**config.mk**
```make
export PLATFORM = sky130hd
export DESIGN_NAME = lrmode_key_filter
export DESIGN_NICKNAME = d
export VERILOG_FILES = /design/src/rtl/lrmode_key_filter_pkg.sv /design/src/rtl/lrmode_key_filter_sync.sv /design/src/rtl/lrmode_key_filter.sv
export SDC_FILE = /design/constraint.sdc
export NUM_CORES = 1
export LEC_CHECK = 0
export ABC_AREA = 1
export ABC_CLOCK_PERIOD_IN_PS = 2000
export CORE_UTILIZATION = 35
export DETAILED_ROUTE_END_ITERATION = 8
export PLACE_DENSITY = 0.61
export SLEW_MARGIN = 20
export SYNTH_ARGS = -nofsm -noshare
export SYNTH_HDL_FRONTEND = slang
export SYNTH_SLANG_ARGS = --single-unit
```
**constraint.sdc**
```tcl
create_clock -name clk_sys -period 2 [get_ports clk_sys]
set_clock_uncertainty 0.05 [all_clocks]
set_input_delay 0.4 -clock clk_sys [delete_from_list [all_inputs] [get_ports clk_sys]]
set_output_delay 0.4 -clock clk_sys [all_outputs]
set_load 0.02 [all_outputs]
```
**src/rtl/lrmode_key_filter_pkg.sv**
```systemverilog
// lrmode_key_filter_pkg: shared key-filter state encodings and default debounce constants
package lrmode_key_filter_pkg;
    typedef enum logic [1:0] {
        ST_INIT   = 2'd0,
        ST_STABLE = 2'd1,
        ST_CHECK  = 2'd2
    } key_state_t;
    localparam int KEY_DEB_CYCLES = 1_000_000;
    localparam int KEY_CNT_W = 20;
    localparam int KEY_GLITCH_W = 8;
endpackage

```
**src/rtl/lrmode_key_filter_sync.sv**
```systemverilog
// sync_2ff: two-flop synchroniser for a single asynchronous panel input
module sync_2ff #(
    parameter logic RST_VAL = 1'b1
) (
    input  logic clk_sys,
    input  logic rst_n,
    input  logic d,
    output logic q
);
    logic meta;
    always_ff @(posedge clk_sys) begin
        if (!rst_n) {q, meta} <= {RST_VAL, RST_VAL};
        else        {q, meta} <= {meta, d};
    end
endmodule

```
**src/rtl/lrmode_key_filter.sv**
```systemverilog
// lrmode_key_filter: debounces the remote/local selector and counts rejected transitions
module lrmode_key_filter
    import lrmode_key_filter_pkg::*;
#(
    parameter int U_DLY      = 1,
    parameter int DEB_CYCLES = KEY_DEB_CYCLES,
    parameter int CNT_W      = KEY_CNT_W
) (
    input  logic                    clk_sys,
    input  logic                    rst_n,
    input  logic                    key_in,
    output logic                    key_status,
    output logic                    key_valid,
    output logic [KEY_GLITCH_W-1:0] key_glitch_cnt
);
    localparam int unused_u_dly = U_DLY;
    localparam logic [CNT_W-1:0] LAST = CNT_W'(DEB_CYCLES - 1);
    key_state_t       state, nxt;
    logic             key_s, key_d, changed, diff, at_last, load, reject;
    logic [CNT_W-1:0] cnt, cnt_nxt;
    sync_2ff #(.RST_VAL(1'b1)) u_sync (
        .clk_sys (clk_sys),
        .rst_n   (rst_n),
        .d       (key_in),
        .q       (key_s)
    );
    assign changed = key_s != key_d;
    assign diff    = key_s != key_status;
    assign at_last = cnt == LAST;
    always_ff @(posedge clk_sys) begin
        if (!rst_n) state <= ST_INIT;
        else        state <= nxt;
    end
    always_comb begin
        nxt = ST_INIT;
        case (state)
            ST_INIT:   nxt = (!changed && at_last) ? ST_STABLE : ST_INIT;
            ST_STABLE: nxt = diff ? ST_CHECK : ST_STABLE;
            ST_CHECK:  nxt = (diff && !at_last) ? ST_CHECK : ST_STABLE;
            default:   nxt = ST_INIT;
        endcase
    end
    // Illegal encodings fall through every term below, so cnt clears on recovery.
    always_comb begin
        load    = (state == ST_INIT && !changed && at_last) || (state == ST_CHECK && diff && at_last);
        reject  = state == ST_CHECK && !diff;
        cnt_nxt = ((state == ST_INIT && !changed && !at_last) || (state == ST_CHECK && diff && !at_last)) ? cnt + 1'b1
                : (state == ST_STABLE && diff) ? CNT_W'(1) : '0;
    end
    always_ff @(posedge clk_sys) begin
        if (!rst_n) begin
            cnt            <= '0;
            key_d          <= 1'b1;
            key_status     <= 1'b1;
            key_valid      <= 1'b0;
            key_glitch_cnt <= '0;
        end else begin
            cnt       <= cnt_nxt;
            key_d     <= key_s;
            key_valid <= load;
            if (load) key_status <= key_s;
            if (reject && key_glitch_cnt != '1) key_glitch_cnt <= key_glitch_cnt + 1'b1;
        end
    end
endmodule

```
* Yosys cells after proc, flatten, opt, wreduce, memory -nomap -nowiden
Index checks and enable logic that the tools add are counted.
Operators by class: bitwise logic cells 0, equal/unequal tests 6, order comparisons 0, shift-type cells 0, add/sub/neg operators 2, reduce and logical (&&, ||, !) cells 17, multiply operators 0, divide/modulo/power cells 0, muxes and demuxes 6
Operators by type and width (count):
- adder 20 x 1 -> 20 bit, second input constant | 1
- equality test 20 bit, second input constant | 1
- 2-to-1 mux 20 bit | 1
- logical AND 1 bit | 11
- adder 8 x 1 -> 8 bit, second input constant | 1
- inequality test 8 bit, second input constant | 1
- one-hot mux 2 bit (3 select lines) | 1
- 2-to-1 mux 2 bit | 2
- logical NOT 1 bit | 3
- equality test 2 x 1 -> 1 bit, second input constant | 1
- equality test 2 bit, second input constant | 1
- logical NOT 2 bit | 1
- logical OR 1 bit | 2
- 2-to-1 mux 1 bit | 2
- inequality test 1 bit | 2
Storage, ports and cells: latch bits 0, logic and storage cells 39, bits in read-only memories 0, bits of input ports 3, output and inout bits 10, memories 0, RAM bits 0, bits in registers 35

* Longest topological paths before layout
Gate-level depths: netlist of run 1.
word-level depth 6, mapped depth 9, gate-level depth less buffers 9

* Cells and area by module
From an unflattened synthesis of run 1, not the netlist that was laid out.
Second synthesis, totals: cells, all modules 254, area, all modules 1739.2 um2
Modules (own cells, without submodules):
- lrmode_key_filter | area each 1684.1 um2, instances 1, seq. area each 660.6 um2, cells an instance 248
- sync_2ff | area each 55.1 um2, instances 1, seq. area each 40.0 um2, cells an instance 6

* Least setup slack after synthesis of run 1
OpenSTA, ideal clock, no wires.
path type reg-to-reg, start point register key_glitch_cnt[1], end point register key_glitch_cnt[5], data arrival time 1362 ps, path buffers 0, setup time 132 ps, clock period less this slack 1545 ps, stages on the path, launching flop included 9, slack 455 ps, required time 1818 ps, cell sequence dfxtp_1 ha_1 nand3_1 nor2_1 nand3_1 nand2_2 inv_2 nand2_1 a21oi_1
On the way: word-level cells in the longest chain between the ends 2, elaborated cells on any way between the ends 3, classes of those cells add/sub: 1; eq/ne: 1; reduce/logical: 1
Ends and longest elaborated chain:
- from (decl) | RTL line lrmode_key_filter.sv:14 | output logic [KEY_GLITCH_W-1:0] key_glitch_cnt
- from (signal assigned) | RTL line lrmode_key_filter.sv:62 | if (reject && key_glitch_cnt != '1) key_glitch_cnt <= key_glitch_cnt + 1'b1;
- parallel branches: the longest is 2 deep, another holds adder 8 x 1 -> 8 bit
Several ways; the timed one is not identified. A chain may end at the register's enable or synchronous reset.

* Worst setup path after layout of run 1
start point register key_glitch_cnt[2], end point output key_glitch_cnt[2]
No word-level cell between the ends.

==> flow_results.xml, run 1 <==
<?xml version="1.0" encoding="UTF-8"?>
<metrics>
  <group name="worst_hold_path">
    <metric name="min_delay_endpoint" unit="">u_sync.q</metric>
    <metric name="timing.hold.worst.class" unit="">reg -&gt; reg</metric>
    <metric name="hold-path-cell-count" unit="">1</metric>
    <metric name="worst_hold_startpoint" unit="">u_sync.meta</metric>
  </group>
  <group name="finish">
    <metric name="num-fill-cells" unit="">541</metric>
    <metric name="multi_input_comb_area" unit="um2">955.9</metric>
    <metric name="fin_cells" unit="">348</metric>
    <metric name="layout-drive-gt1-share" unit="%">9.253</metric>
    <metric name="sequential_cell_area" unit="um2">700.7</metric>
    <metric name="finalNetCount" unit="">285</metric>
    <metric name="insertedDiodeCount" unit="">0</metric>
    <metric name="layout-area-overhead-vs-synth" unit="%">18.06</metric>
  </group>
  <group name="sta">
    <metric name="setup-tns-final" unit="ns">0</metric>
    <metric name="grt_setup_unrepaired" unit="">false</metric>
    <metric name="clock.fmax" unit="GHz">0.5538</metric>
    <metric name="final.period_utilization" unit="%">90.29</metric>
    <metric name="hold_viol" unit="">0</metric>
    <metric name="worstMarginPinSlew" unit="ns">0.3617</metric>
    <metric name="timing.slew.headroom" unit="%">75.75</metric>
    <metric name="drv_slew" unit="">0</metric>
    <metric name="fin_hold_ws" unit="ns">0.3658</metric>
    <metric name="setup-violations-final" unit="">0</metric>
    <metric name="final_critical_path_time_including_i_o_delays_and_setup" unit="ns">1.806</metric>
  </group>
  <group name="critical_path">
    <metric name="critical_path.reg2reg.startpoint" unit="">cnt[0]</metric>
    <metric name="timing.critical_path.from" unit="">key_glitch_cnt[2]</metric>
    <metric name="critPathArrivalTime" unit="ns">1.36</metric>
    <metric name="path_max_fanout" unit="">6</metric>
    <metric name="worstRegToRegCells" unit="">8</metric>
    <metric name="critPathBufInv" unit="">1</metric>
    <metric name="r2r_setup_slack" unit="ns">0.32</metric>
    <metric name="cp_cell_sequence" unit="">clkdlybuf4s50_1</metric>
    <metric name="r2r_end" unit="">cnt[18]</metric>
    <metric name="cp-start-kind" unit="">flop</metric>
    <metric name="critical_path.slowest_cell" unit="">clkdlybuf4s50_1</metric>
    <metric name="worst_ep_required_time" unit="ns">1.55</metric>
    <metric name="timing_worst_setup_path_type" unit="">reg -&gt; out</metric>
    <metric name="critPathTopFamily" unit="">buffers and inverters</metric>
    <metric name="cp_slowest_stage_delay" unit="ns">0.64</metric>
    <metric name="critical_path.endpoint_type" unit="">output port</metric>
  </group>
  <group name="detailed_routing">
    <metric name="vias" unit="">1595</metric>
    <metric name="post-route-drc-count" unit="">0</metric>
    <metric name="final_antenna_net_count" unit="">0</metric>
    <metric name="drt-wirelength-per-cell" unit="um">10.80</metric>
    <metric name="viasPerCell" unit="">4.583</metric>
    <metric name="initialDrtViolationCount" unit="">69</metric>
    <metric name="drt_pass1_iterations" unit="">4</metric>
    <metric name="totalWireLength" unit="um">3758</metric>
  </group>
  <group name="pwr">
    <metric name="power_frac_comb" unit="%">3.1</metric>
    <metric name="p_int" unit="uW">1124</metric>
    <metric name="max-vdd-ir-drop" unit="V">0.0003278</metric>
    <metric name="swShare" unit="%">20.78</metric>
    <metric name="share_of_power_burned_in_registers" unit="%">50.0</metric>
    <metric name="pwr-share-clk" unit="%">46.9</metric>
    <metric name="p_leak" unit="uW">0.0007550</metric>
    <metric name="cellPowerDensity" unit="nW/um2">675.1</metric>
    <metric name="netSwitchingPower" unit="uW">294.9</metric>
  </group>
  <group name="synth">
    <metric name="largest_area_contributor_in_the_synthesized_netlist" unit="">dfxtp_1</metric>
    <metric name="yosysTopAreaCellShare" unit="%">39.35</metric>
    <metric name="seq_area_frac_synth" unit="%">39.35</metric>
    <metric name="syn-num-nets" unit="">266</metric>
    <metric name="post_synth_main_area_contributors" unit="">dfxtp_1 (39%), nand2_1 (14%), nor2_1 (9.1%), inv_1 (5.9%), a21oi_1 (5.3%)</metric>
    <metric name="yosys_warnings" unit="">0</metric>
    <metric name="synthesized_instance_count" unit="">261</metric>
    <metric name="postSynthRegisterBits" unit="">35</metric>
    <metric name="syn-cell-area" unit="um2">1780</metric>
    <metric name="post_synth.cell_area_avg" unit="um2">6.822</metric>
    <metric name="netlist-cell-type-count" unit="">23</metric>
  </group>
  <group name="global_routing">
    <metric name="grtUsageTotal" unit="%">15.78</metric>
    <metric name="via_count_of_the_first_global_routing_pass" unit="">1425</metric>
    <metric name="grt_start_max_net_pins" unit="">20</metric>
    <metric name="gr-total-overflow" unit="">0</metric>
    <metric name="grt_first_pass_wirelength" unit="um">6430</metric>
    <metric name="antenna_found_initial" unit="">0</metric>
  </group>
  <group name="die">
    <metric name="die_height" unit="um">73.33</metric>
    <metric name="top_level_ports" unit="">13</metric>
    <metric name="floorplan.initialDensity" unit="%">36.96</metric>
    <metric name="die_span_x" unit="um">73.33</metric>
    <metric name="core_area" unit="um2">4817</metric>
    <metric name="placement_rows" unit="">25</metric>
    <metric name="die-area" unit="um2">5377</metric>
  </group>
  <group name="run_status">
    <metric name="result_of_the_run" unit="">finished, final reports clean</metric>
  </group>
  <group name="placed_design">
    <metric name="buffer_ports.inserted" unit="">12</metric>
    <metric name="gpl.final_weighted_congestion" unit="">0.8758</metric>
    <metric name="dp_hpwl" unit="um">2764</metric>
    <metric name="dp_cell_count" unit="">340</metric>
  </group>
  <group name="clock_tree">
    <metric name="numCtsBuffers" unit="">5</metric>
    <metric name="cts_max_level" unit="">2</metric>
    <metric name="cts.sinks" unit="">35</metric>
    <metric name="cts_setup_buffers" unit="">0</metric>
    <metric name="cts_hold_repair.buffers" unit="">0</metric>
    <metric name="tritoncts" unit="">done</metric>
    <metric name="postCtsResizedCells" unit="">0</metric>
    <metric name="ctsRootBufferMaster" unit="">clkbuf_8</metric>
    <metric name="insertion_delay" unit="ns">0.29</metric>
    <metric name="clk_pin_slew" unit="ns">0.07</metric>
    <metric name="cts.path.max_buffers" unit="">2</metric>
  </group>
  <group name="job">
    <metric name="max_cap_viol_count" unit="">0</metric>
  </group>
</metrics>
==> area by class of cell <==
| type | instances | area share [%] |
|---|---|---|
| multi-input combinational | 195 | 45.48 |
| sequential | 35 | 33.33 |
| timing repair buffer | 14 | 6.429 |
| inverter | 29 | 5.179 |
| tap | 67 | 3.988 |
| clock buffer | 6 | 3.929 |
| clock inverter | 2 | 1.667 |
==> kinds of logic after synthesis <==
group           Yosys count  share of synthesized area, %
xor+xnor                 13                         6.395
fa+ha+maj                 2                         1.405
simple gates            157                         39.28
buf+inv                  31                         6.957
compound gates           23                         6.606
flops                    35                         39.35
==> state kept, by name, indices dropped and copies added, names as in the netlist <==
signal          cells
cnt                20
key_glitch_cnt      8
state               2
key_d               1
key_status          1
key_valid           1
u_sync.meta         1
u_sync.q            1
==> Yosys cell counts, drive strengths merged <==
| cell | number |
|---|---|
| nand2 | 68 |
| nor2 | 48 |
| dfxtp | 35 |
| inv | 29 |
| nand3 | 21 |
| a21oi | 19 |
| nand4 | 8 |
| xor2 | 8 |
| nor3 | 7 |
| or2 | 5 |
| xnor2 | 5 |
| o21ai | 3 |
| ha | 2 |
| buf | 1 |
| clkbuf | 1 |
| o21bai | 1 |
==> through the flow <==
stage / cell area, um2 / worst slack, ns / total power, uW / util [%]
after floorplan: 1780 / 0.4555 / 756.7 / -
after global placement: 1984 / 0.3500 / 770.8 / 41.19
after detailed placement: 1984 / 0.3419 / 770.4 / 41.19
after CTS: 2102 / 0.1812 / 1436 / 43.64
after global routing: 2102 / 0.1045 / 1478 / 43.64
final: 2102 / 0.1942 / 1419 / 43.64
==> cells in the final DEF (no fill, tap or decap), drive strengths merged <==
cell type and count:
clkdlybuf4s50 12, o21ai 3, clkbuf 6, ha 2
inv 29, xor2 8, buf 2, o21bai 1
nor2 48, nand4 8, nand2 68, or2 5
dfxtp 35, nand3 21, clkinv 1, a21oi 19
bufinv 1, xnor2 5, nor3 7
==> metal layers <==
layer | vias up | part of all wire [%] | track usage [%]
met1 | 702 | 54 | 22.19
met5 | - | 0 | 0
met3 | 5 | 3.5 | 4.938
met2 | 21 | 41 | 22.84
met4 | 0 | 1.3 | 5.128
li1 | 867 | - | -
==> worst max path at each step <==
stage / to / depth (start not counted)
final: key_glitch_cnt[2] / 1
after global routing: key_glitch_cnt[2] / 1
after CTS: key_glitch_cnt[2] / 1
after detailed placement: cnt[18] / 8
after global placement: cnt[18] / 8
after floorplan: key_glitch_cnt[5] / 8
==> power by group through the flow <==
stage | combinational [uW] | clock, uW | sequential [uW]
6_report | 44.3 | 665 | 710
3_5_place_dp | 44.6 | 0 | 726
2_1_floorplan | 32.1 | 0 | 725
3_3_place_gp | 45.2 | 0 | 726
5_1_grt | 48.8 | 719 | 710
4_1_cts | 44.8 | 682 | 709
(Power assumes the default switching activity.)
==> run 2: changes to the inputs <==
DONT_BUFFER_PORTS = 1   (was unset)
GPL_ROUTABILITY_DRIVEN = 0   (was unset)
PLACE_DENSITY = 0.58   (was 0.61)
SETUP_SLACK_MARGIN = 0.2   (was unset)
==> flow_results.xml, run 2 (synthesis results as in run 1) <==
<?xml version="1.0" encoding="UTF-8"?>
<metrics>
  <group name="sta">
    <metric name="setup-tns-final" unit="ns">0</metric>
    <metric name="timing.slew.headroom" unit="%">74.38</metric>
    <metric name="setup-violations-final" unit="">0</metric>
    <metric name="clock.fmax" unit="GHz">0.6216</metric>
    <metric name="hold_viol" unit="">0</metric>
    <metric name="final.period_utilization" unit="%">80.43</metric>
    <metric name="final_critical_path_setup_slack" unit="ns">0.3914</metric>
    <metric name="fin_hold_ws" unit="ns">0.1387</metric>
    <metric name="final_critical_path_time_including_i_o_delays_and_setup" unit="ns">1.609</metric>
    <metric name="grt_setup_unrepaired" unit="">false</metric>
    <metric name="drv_slew" unit="">0</metric>
    <metric name="worstMarginPinSlew" unit="ns">0.3839</metric>
  </group>
  <group name="clock_tree">
    <metric name="cts.path.max_buffers" unit="">2</metric>
    <metric name="cts.sinks" unit="">35</metric>
    <metric name="clk_pin_slew" unit="ns">0.07</metric>
    <metric name="cts_max_level" unit="">2</metric>
    <metric name="numCtsBuffers" unit="">5</metric>
    <metric name="ctsRootBufferMaster" unit="">clkbuf_8</metric>
    <metric name="tritoncts" unit="">done</metric>
    <metric name="insertion_delay" unit="ns">0.28</metric>
  </group>
  <group name="pwr">
    <metric name="cellPowerDensity" unit="nW/um2">625.5</metric>
    <metric name="power" unit="uW">1239</metric>
    <metric name="max-vdd-ir-drop" unit="V">0.0003380</metric>
    <metric name="p_leak" unit="uW">0.0007136</metric>
  </group>
  <group name="finish">
    <metric name="finalNetCount" unit="">277</metric>
    <metric name="fin_cells" unit="">340</metric>
    <metric name="insertedDiodeCount" unit="">0</metric>
    <metric name="top_regs" unit="">cnt x20, key_glitch_cnt x8, state x2</metric>
    <metric name="layout.cells.most_common" unit="">nand2_1</metric>
    <metric name="largest_register" unit="">cnt</metric>
    <metric name="layout-drive-gt1-share" unit="%">10.62</metric>
    <metric name="layout-area-overhead-vs-synth" unit="%">11.24</metric>
    <metric name="number_of_flip_flops_in_the_largest_register" unit="">20</metric>
    <metric name="num-fill-cells" unit="">522</metric>
    <metric name="final_cell_mix" unit="">nand2_1 (65), nor2_1 (43), dfxtp_1 (35), inv_1 (28)</metric>
  </group>
  <group name="run_status">
    <metric name="result_of_the_run" unit="">finished, final reports clean</metric>
  </group>
  <group name="global_routing">
    <metric name="grt_first_pass_wirelength" unit="um">6306</metric>
    <metric name="via_count_of_the_first_global_routing_pass" unit="">1382</metric>
    <metric name="antenna_found_initial" unit="">0</metric>
    <metric name="gr-total-overflow" unit="">0</metric>
    <metric name="grtUsageTotal" unit="%">15.23</metric>
    <metric name="grt_start_max_net_pins" unit="">20</metric>
  </group>
  <group name="die">
    <metric name="die_span_x" unit="um">73.33</metric>
    <metric name="die-area" unit="um2">5377</metric>
    <metric name="top_level_ports" unit="">13</metric>
    <metric name="die_height" unit="um">73.33</metric>
    <metric name="floorplan.initialDensity" unit="%">36.96</metric>
    <metric name="core_area" unit="um2">4817</metric>
    <metric name="placement_rows" unit="">25</metric>
  </group>
  <group name="critical_path">
    <metric name="worst_ep_required_time" unit="ns">2.12</metric>
    <metric name="critPathTopFamily" unit="">simple AND/OR/NAND/NOR gates</metric>
    <metric name="timing.critical_path.from" unit="">cnt[0]</metric>
    <metric name="critPathBufInv" unit="">0</metric>
    <metric name="critical_path.reg2reg.startpoint" unit="">cnt[0]</metric>
    <metric name="timing_worst_setup_path_type" unit="">reg -&gt; reg</metric>
    <metric name="path_max_fanout" unit="">19</metric>
    <metric name="critical_path.endpoint_type" unit="">flop</metric>
    <metric name="critPathMostFrequentCell" unit="">nor2_1</metric>
    <metric name="cp-start-kind" unit="">flop</metric>
    <metric name="cp_slowest_stage_delay" unit="ns">0.36</metric>
    <metric name="worstRegToRegCells" unit="">8</metric>
    <metric name="critPathArrivalTime" unit="ns">1.72</metric>
    <metric name="critical_path.slowest_cell" unit="">dfxtp_1</metric>
    <metric name="cp_cell_sequence" unit="">ha_2 -&gt; nand2_1 -&gt; nor2_1 -&gt; nand3_1 -&gt; nor2_2 -&gt; nand2_2 -&gt; nand3_4 -&gt; nor2_1</metric>
    <metric name="r2r_end" unit="">cnt[17]</metric>
    <metric name="r2r_setup_slack" unit="ns">0.39</metric>
    <metric name="worst-path-stages" unit="">8</metric>
  </group>
  <group name="detailed_routing">
    <metric name="totalWireLength" unit="um">3705</metric>
    <metric name="post-route-drc-count" unit="">0</metric>
    <metric name="viasPerCell" unit="">4.653</metric>
    <metric name="initialDrtViolationCount" unit="">125</metric>
    <metric name="vias" unit="">1582</metric>
    <metric name="final_antenna_net_count" unit="">0</metric>
    <metric name="drt_pass1_iterations" unit="">4</metric>
    <metric name="drt-wirelength-per-cell" unit="um">10.90</metric>
  </group>
  <group name="placed_design">
    <metric name="buffer_ports.inserted" unit="">0</metric>
    <metric name="dp_cell_count" unit="">332</metric>
    <metric name="dp_hpwl" unit="um">2713</metric>
    <metric name="post-place-ws" unit="ns">0.3448</metric>
  </group>
  <group name="worst_hold_path">
    <metric name="hold-path-cell-count" unit="">1</metric>
    <metric name="timing.hold.worst.class" unit="">in -&gt; reg</metric>
    <metric name="min_delay_endpoint" unit="">key_d</metric>
    <metric name="worst_hold_startpoint" unit="">rst_n</metric>
  </group>
  <group name="job">
    <metric name="max_cap_viol_count" unit="">0</metric>
  </group>
</metrics>
[run 2: how the worst max path moves through the flow]
stage | endpoint | slack, ns
2_1_floorplan | key_glitch_cnt[5] | 0.46
3_3_place_gp | cnt[18] | 0.35
3_5_place_dp | cnt[16] | 0.34
4_1_cts | cnt[17] | 0.32
5_1_grt | cnt[17] | 0.20
6_report | cnt[17] | 0.39
[run 2: metrics by stage]
step,util [%],cell area [um2]
after detailed placement,39.32,1894
after global routing,41.12,1981
after floorplan,-,1780
after global placement,39.32,1894
after CTS,41.01,1976
final,41.12,1981
[run 2: repair_timing]
item,in CTS,in global routing
setup buffers,0,0
hold buffers,0,0
resized for setup,0,2
setup endpoints to repair,0,20
[run 2: power breakdown]
part	internal (uW)	switching, uW	total [uW]
Clock	244	249	493
Sequential	705	5.46	710
Combinational	11.4	24.5	35.9
Total	960	279	1240
[run 2: metal layers]
metal	global-route usage, %	part of all wire [%]
met1	22.77	51
met2	20.99	42
met3	4.115	5.1
met4	4.701	1.0
met5	0	0
[run 2: cell type report]
cell class	instances	area [um2]	area share (%)
multi-input cells	195	958.4	48.39
flip-flops and latches	35	700.7	35.38
inverters	29	111.4	5.622
well taps	67	83.83	4.232
clock buffers	7	76.32	3.853
repair buffers	6	45.04	2.274
clock inverters	1	5.005	0.2527
==> run 3: changes to the inputs <==
ABC_CLOCK_PERIOD_IN_PS = 1450   (was 2000)
PLACE_DENSITY = 0.6   (was 0.58)
clock period = 1.45 ns   (was 2 ns; I/O delays follow)
==> flow_results.xml, run 3 (synthesis results as in run 1) <==
<?xml version="1.0" encoding="UTF-8"?>
<metrics>
  <group name="placed_design">
    <metric name="buffer_ports.inserted" unit="">0</metric>
    <metric name="dp_hpwl" unit="um">2883</metric>
    <metric name="dp_cell_count" unit="">349</metric>
    <metric name="postPlaceCellArea" unit="um2">2071</metric>
  </group>
  <group name="critical_path">
    <metric name="critical_path.endpoint_type" unit="">flop</metric>
    <metric name="critical_path.reg2reg.startpoint" unit="">cnt[0]</metric>
    <metric name="path_max_fanout" unit="">6</metric>
    <metric name="critPathArrivalTime" unit="ns">1.60</metric>
    <metric name="cp-start-kind" unit="">flop</metric>
    <metric name="r2r_setup_slack" unit="ns">-0.04</metric>
    <metric name="worst_ep_required_time" unit="ns">1.57</metric>
    <metric name="worstRegToRegCells" unit="">8</metric>
    <metric name="r2r_end" unit="">cnt[8]</metric>
    <metric name="timing.critical_path.from" unit="">cnt[0]</metric>
    <metric name="timing_worst_setup_path_type" unit="">reg -&gt; reg</metric>
    <metric name="crit_end" unit="">cnt[8]</metric>
  </group>
  <group name="clock_tree">
    <metric name="numCtsBuffers" unit="">5</metric>
    <metric name="clk_pin_slew" unit="ns">0.07</metric>
    <metric name="cts.path.max_buffers" unit="">2</metric>
    <metric name="cts.sinks" unit="">35</metric>
    <metric name="tritoncts" unit="">done</metric>
    <metric name="cts_max_level" unit="">2</metric>
    <metric name="ctsRootBufferMaster" unit="">clkbuf_8</metric>
    <metric name="insertion_delay" unit="ns">0.28</metric>
  </group>
  <group name="sta">
    <metric name="final_critical_path_setup_slack" unit="ns">-0.03676</metric>
    <metric name="drv_slew" unit="">0</metric>
    <metric name="timing.slew.headroom" unit="%">64.59</metric>
    <metric name="final.period_utilization" unit="%">102.5</metric>
    <metric name="grt_setup_unrepaired" unit="">true</metric>
    <metric name="final_critical_path_time_including_i_o_delays_and_setup" unit="ns">1.487</metric>
    <metric name="fin_hold_ws" unit="ns">0.03940</metric>
    <metric name="clock.fmax" unit="GHz">0.6726</metric>
    <metric name="worstMarginPinSlew" unit="ns">0.5306</metric>
    <metric name="hold_viol" unit="">0</metric>
    <metric name="setup-violations-final" unit="">17</metric>
  </group>
  <group name="detailed_routing">
    <metric name="drt_pass1_iterations" unit="">4</metric>
    <metric name="final_antenna_net_count" unit="">0</metric>
    <metric name="initialDrtViolationCount" unit="">50</metric>
    <metric name="totalWireLength" unit="um">4634</metric>
    <metric name="drt-wirelength-per-cell" unit="um">12.63</metric>
    <metric name="post-route-drc-count" unit="">0</metric>
    <metric name="vias" unit="">1771</metric>
    <metric name="viasPerCell" unit="">4.826</metric>
  </group>
  <group name="finish">
    <metric name="insertedDiodeCount" unit="">0</metric>
    <metric name="finalNetCount" unit="">304</metric>
    <metric name="design_area" unit="um2">2585</metric>
    <metric name="layout.cells.most_common" unit="">nand2_1</metric>
    <metric name="final_cell_mix" unit="">nand2_1 (48), nor2_1 (37), inv_1 (26), dfxtp_1 (23), buf_4 (23)</metric>
    <metric name="layout-area-overhead-vs-synth" unit="%">45.19</metric>
    <metric name="layout-drive-gt1-share" unit="%">40.00</metric>
    <metric name="num-fill-cells" unit="">464</metric>
    <metric name="top_regs" unit="">cnt x20, key_glitch_cnt x8, state x2</metric>
    <metric name="number_of_flip_flops_in_the_largest_register" unit="">20</metric>
    <metric name="fin_cells" unit="">367</metric>
    <metric name="largest_register" unit="">cnt</metric>
  </group>
  <group name="die">
    <metric name="top_level_ports" unit="">13</metric>
    <metric name="core_area" unit="um2">4817</metric>
    <metric name="placement_rows" unit="">25</metric>
    <metric name="floorplan.initialDensity" unit="%">36.96</metric>
    <metric name="die_span_x" unit="um">73.33</metric>
    <metric name="die-area" unit="um2">5377</metric>
    <metric name="die_height" unit="um">73.33</metric>
  </group>
  <group name="global_routing">
    <metric name="grtUsageTotal" unit="%">16.65</metric>
    <metric name="antenna_found_initial" unit="">0</metric>
    <metric name="gr-total-overflow" unit="">0</metric>
    <metric name="grt_first_pass_wirelength" unit="um">6900</metric>
    <metric name="grt_start_max_net_pins" unit="">13</metric>
    <metric name="via_count_of_the_first_global_routing_pass" unit="">1585</metric>
  </group>
  <group name="worst_hold_path">
    <metric name="worst_hold_startpoint" unit="">rst_n</metric>
    <metric name="hold-path-cell-count" unit="">1</metric>
    <metric name="timing.hold.worst.class" unit="">in -&gt; reg</metric>
  </group>
  <group name="run_status">
    <metric name="result_of_the_run" unit="">finished with violations</metric>
    <metric name="failed_checks" unit="">negative setup slack</metric>
  </group>
  <group name="pwr">
    <metric name="max-vdd-ir-drop" unit="V">0.0008147</metric>
    <metric name="p_leak" unit="uW">0.001032</metric>
    <metric name="cellPowerDensity" unit="nW/um2">693.5</metric>
  </group>
  <group name="job">
    <metric name="max_cap_viol_count" unit="">0</metric>
  </group>
</metrics>
==> run 3: cell types whose count changed in the layout (fill, tap and decap cells not counted), moves of 7 or more <==
cell     previous run  this run
buf_4               6        23
dfxtp_1            35        23
buf_6               0         7
dfxtp_2             0         9
a21oi_1            19         7
nand2_4             0        14
a21oi_2             0        12
nand2_1            65        48
==> run 3: where the power goes <==
| part | total [uW] | switching [uW] | internal (uW) | leakage, uW |
|---|---|---|---|---|
| clock | 718 | 335 | 383 | 0.0000482 |
| combinational | 94.4 | 57.3 | 37.1 | 0.000696 |
| sequential | 980 | 10.8 | 969 | 0.000288 |
| total | 1790 | 403 | 1390 | 0.00103 |
==> run 3: through the flow <==
step / setup WS [ns] / total power [uW] / utilization [%] / TNS (ns)
2_1_floorplan: 0.03499 / 1047 / - / 0
3_3_place_gp: 0.01922 / 1059 / 42.99 / 0
4_1_cts: 0.01036 / 1794 / 49.35 / 0
3_5_place_dp: -0.01384 / 1061 / 42.99 / -0.01384
5_1_grt: -0.09652 / 1866 / 53.66 / -1.759
6_report: -0.03676 / 1793 / 53.66 / -0.3676
==> run 3: area by class of cell <==
| cell class | instances | area [um2] | share of cell area, % |
|---|---|---|---|
| clock inverters | 1 | 5.005 | 0.1936 |
| flip-flops and latches | 35 | 723.2 | 27.98 |
| multi-input cells | 198 | 1314 | 50.82 |
| well taps | 67 | 83.83 | 3.243 |
| clock buffers | 7 | 86.33 | 3.340 |
| inverters | 29 | 121.4 | 4.695 |
| repair buffers | 30 | 251.5 | 9.729 |
==> run 3: critical path: stages (launching register included) <==
cell and delay (ns):
dfxtp_4 0.37, ha_4 0.16, nand2_2 0.06, nor2_1 0.10
nand3_1 0.12, nor2_4 0.17, nand2_4 0.13, nand3_4 0.16
nor2_1 0.05
==> run 3: routing by layer <==
| layer | vias to the layer above | share of wire (%) | wire length [um] | track usage (%) |
|---|---|---|---|---|
| li1 | 920 | - | - | - |
| met1 | 813 | 46 | 2139 | 21.40 |
| met2 | 30 | 48 | 2228 | 26.34 |
| met3 | 8 | 4.2 | 195 | 4.938 |
| met4 | 0 | 1.5 | 71 | 6.410 |
| met5 | - | 0 | 0 | 0 |
==> run 3: how the worst min path moves through the flow <==
| stage | to |
|---|---|
| 2_1_floorplan | key_d |
| 3_3_place_gp | key_d |
| 3_5_place_dp | key_d |
| 4_1_cts | key_d |
| 5_1_grt | key_d |
| 6_report | key_d |
==> run 3: timing repair <==
| action | in CTS | in global routing |
|---|---|---|
| buffers inserted | 7 | 0 |
| hold buffers | 0 | 0 |
| endpoints found under the setup margin | 32 | 33 |
| resized for setup | 45 | 45 |
| pin swaps | 14 | 18 |
| gates cloned | 1 | 2 |
==> edit: new RTL, flow settings as in run 2 <==
`RST_VAL` is set to 1'b1 in 2 places; all go to 1'b0.
--- a/src/rtl/lrmode_key_filter_sync.sv
+++ b/src/rtl/lrmode_key_filter_sync.sv
@@ -1,6 +1,6 @@
 // sync_2ff: two-flop synchroniser for a single asynchronous panel input
 module sync_2ff #(
-    parameter logic RST_VAL = 1'b1
+    parameter logic RST_VAL = 1'b0
 ) (
     input  logic clk_sys,
     input  logic rst_n,
--- a/src/rtl/lrmode_key_filter.sv
+++ b/src/rtl/lrmode_key_filter.sv
@@ -18,7 +18,7 @@
     key_state_t       state, nxt;
     logic             key_s, key_d, changed, diff, at_last, load, reject;
     logic [CNT_W-1:0] cnt, cnt_nxt;
-    sync_2ff #(.RST_VAL(1'b1)) u_sync (
+    sync_2ff #(.RST_VAL(1'b0)) u_sync (
         .clk_sys (clk_sys),
         .rst_n   (rst_n),
         .d       (key_in),
Formal check against the unedited RTL: same outputs for any inputs over 10 cycles, from zero or initial values and one cycle with rst_n low; that may be too few to reach the edited logic, so the function may still have changed.
==> edit against run 2 <==
- fmax is 0.66% lower
- sequential share of layout area is 0.98 points lower
- wire length is 1.9% lower
- power is 12% higher
- largest power group unchanged
- first-iteration DRC count is 19% lower
- synthesized cell count is 0.38% lower
- area after synthesis hardly changed
- design area is 2.8% higher
- setup slack worse by 11 ps
- utilization is 1.2 points higher
- sequential cell count stayed put
- non-clock buffer count stayed put
==> edit: results <==
[status]
status = completed

[clock_network]
clk_pin_slew_ps = 80
cts_buffer_depth = 2
post-cts-setup-buffer-count = 0
cts_buffers = 5
ctsResizeCount = 0
clkLatencyLatePin_ps = 280
cts-root-buf = clkbuf_8
cts_max_level = 2

[logic_synthesis]
synth_xor_area_frac = 0.0591
yosys-top-cells-count = 62 x nand2_1, 42 x nor2_1, 35 x dfxtp_1, 33 x inv_1, 18 x a21oi_1
synth_area_leaders = dfxtp_1 39%, nand2_1 13%, nor2_1 8.9%
synth_fa_ha_area_frac = 0.0141
syn_nets = 265
synth_flop_cell = dfxtp_1
synth.area.mux_share = 0
yosysSeqAreaShare = 0.394
ys_types = 22
synth-compound-area-share = 0.0675
synth_warnings = 0
avgSynthCellArea_um2 = 6.84
ys_async_sr_fraction = 0

[routing]
met1_length_um = 1890
wl_met3_um = 126
via_per_inst = 4.51
drtPass1Iterations = 4
routed.top_layer = met4
drt_iter0_drc = 101
wirelength_um = 3640
wl_met2_um = 1570

[placed_design]
portBuffers = 0
place_ws_ps = 305
dp_hpwl_um = 2590
dp_cells = 330

[global_routing]
grt_pass1_vias = 1359
grt_pass1_wl_um = 6070
grt_max_degree = 20
antenna_found_initial = 0
grt_usage = 0.147

[worst_setup_path]
critPathMaxStageDelay_ps = 380
cpLargestDelayFamily = simple AND/OR/NAND/NOR gates
crit_fanout = 5
cp_slowest_cell = dfxtp_1
arrival_ps = 1740

[power_and_ir_drop]
power_leakage_nw = 0.757
internal_power_w = 0.00109
peakVddDrop_mv = 0.348

[min_path]
hold_class = input pin to flop

[layout]
post_route_cells_drive_above_1_share = 0.114
antenna_cells = 0
largestRegisters = cnt (20), key_glitch_cnt (8), state (2)
stdcell_count = 340
finalNetCount = 277

[timing]
slew_headroom = 0.742
edit: cell types whose count changed in the layout (fill, tap and decap cells not counted), moves of 2 or more:
cell      delta
inv_1        +5
inv_2        +2
o21ai_0      +3
or2_2        -3
nor2_2       -2
nand3_4      +2
nor3_1       +2
nand3_1      -4
clkbuf_1     -2
nand2_1      -3
nand3_2      +2
edit: per-stage QoR:
stage	util	instance area [um2]
5_1_grt	0.423	2040
4_1_cts	0.413	1990
3_5_place_dp	0.390	1880
6_report	0.423	2040
3_3_place_gp	0.390	1880
2_1_floorplan	-	1780
edit: area by class of cell:
cell class	count	area (um2)
well taps	67	83.8
flip-flops and latches	35	701
multi-input cells	189	963
inverters	35	131
clock inverters	3	43.8
fillers	509	2780
repair buffers	6	45.0
clock buffers	5	68.8
edit: cell families after synthesis:
kind of cell	Yosys count
DFF	35
and+or+nand+nor	149
adders and majority gates	2
AOI/OAI and AO/OA	24
buffers and inverters	38
xor gates and xnor gates	12
edit: final timing paths:
check | from | end | slack, ps | cells after the start
max | cnt[0] | cnt[16] | 380 | 7
min | rst_n | key_d | 130 | 1
max reg2reg | cnt[0] | cnt[16] | 380 | 7
min reg2reg | u_sync.meta | u_sync.q | 370 | 2
edit: power by group through the flow:
stage / logic (W) / clock network, W / registers, W
after floorplan: 0.0000325 / 0 / 0.000722
after global placement: 0.0000327 / 0 / 0.000723
after detailed placement: 0.0000324 / 0 / 0.000723
after CTS: 0.0000323 / 0.000664 / 0.000706
after global routing: 0.0000455 / 0.000688 / 0.000707
final: 0.0000394 / 0.000638 / 0.000707
edit: routing by layer:
metal	GRT usage	vias up
met5	0	-
li1	-	852
met3	0.0425	6
met2	0.217	18
met1	0.202	657
met4	0.0534	0
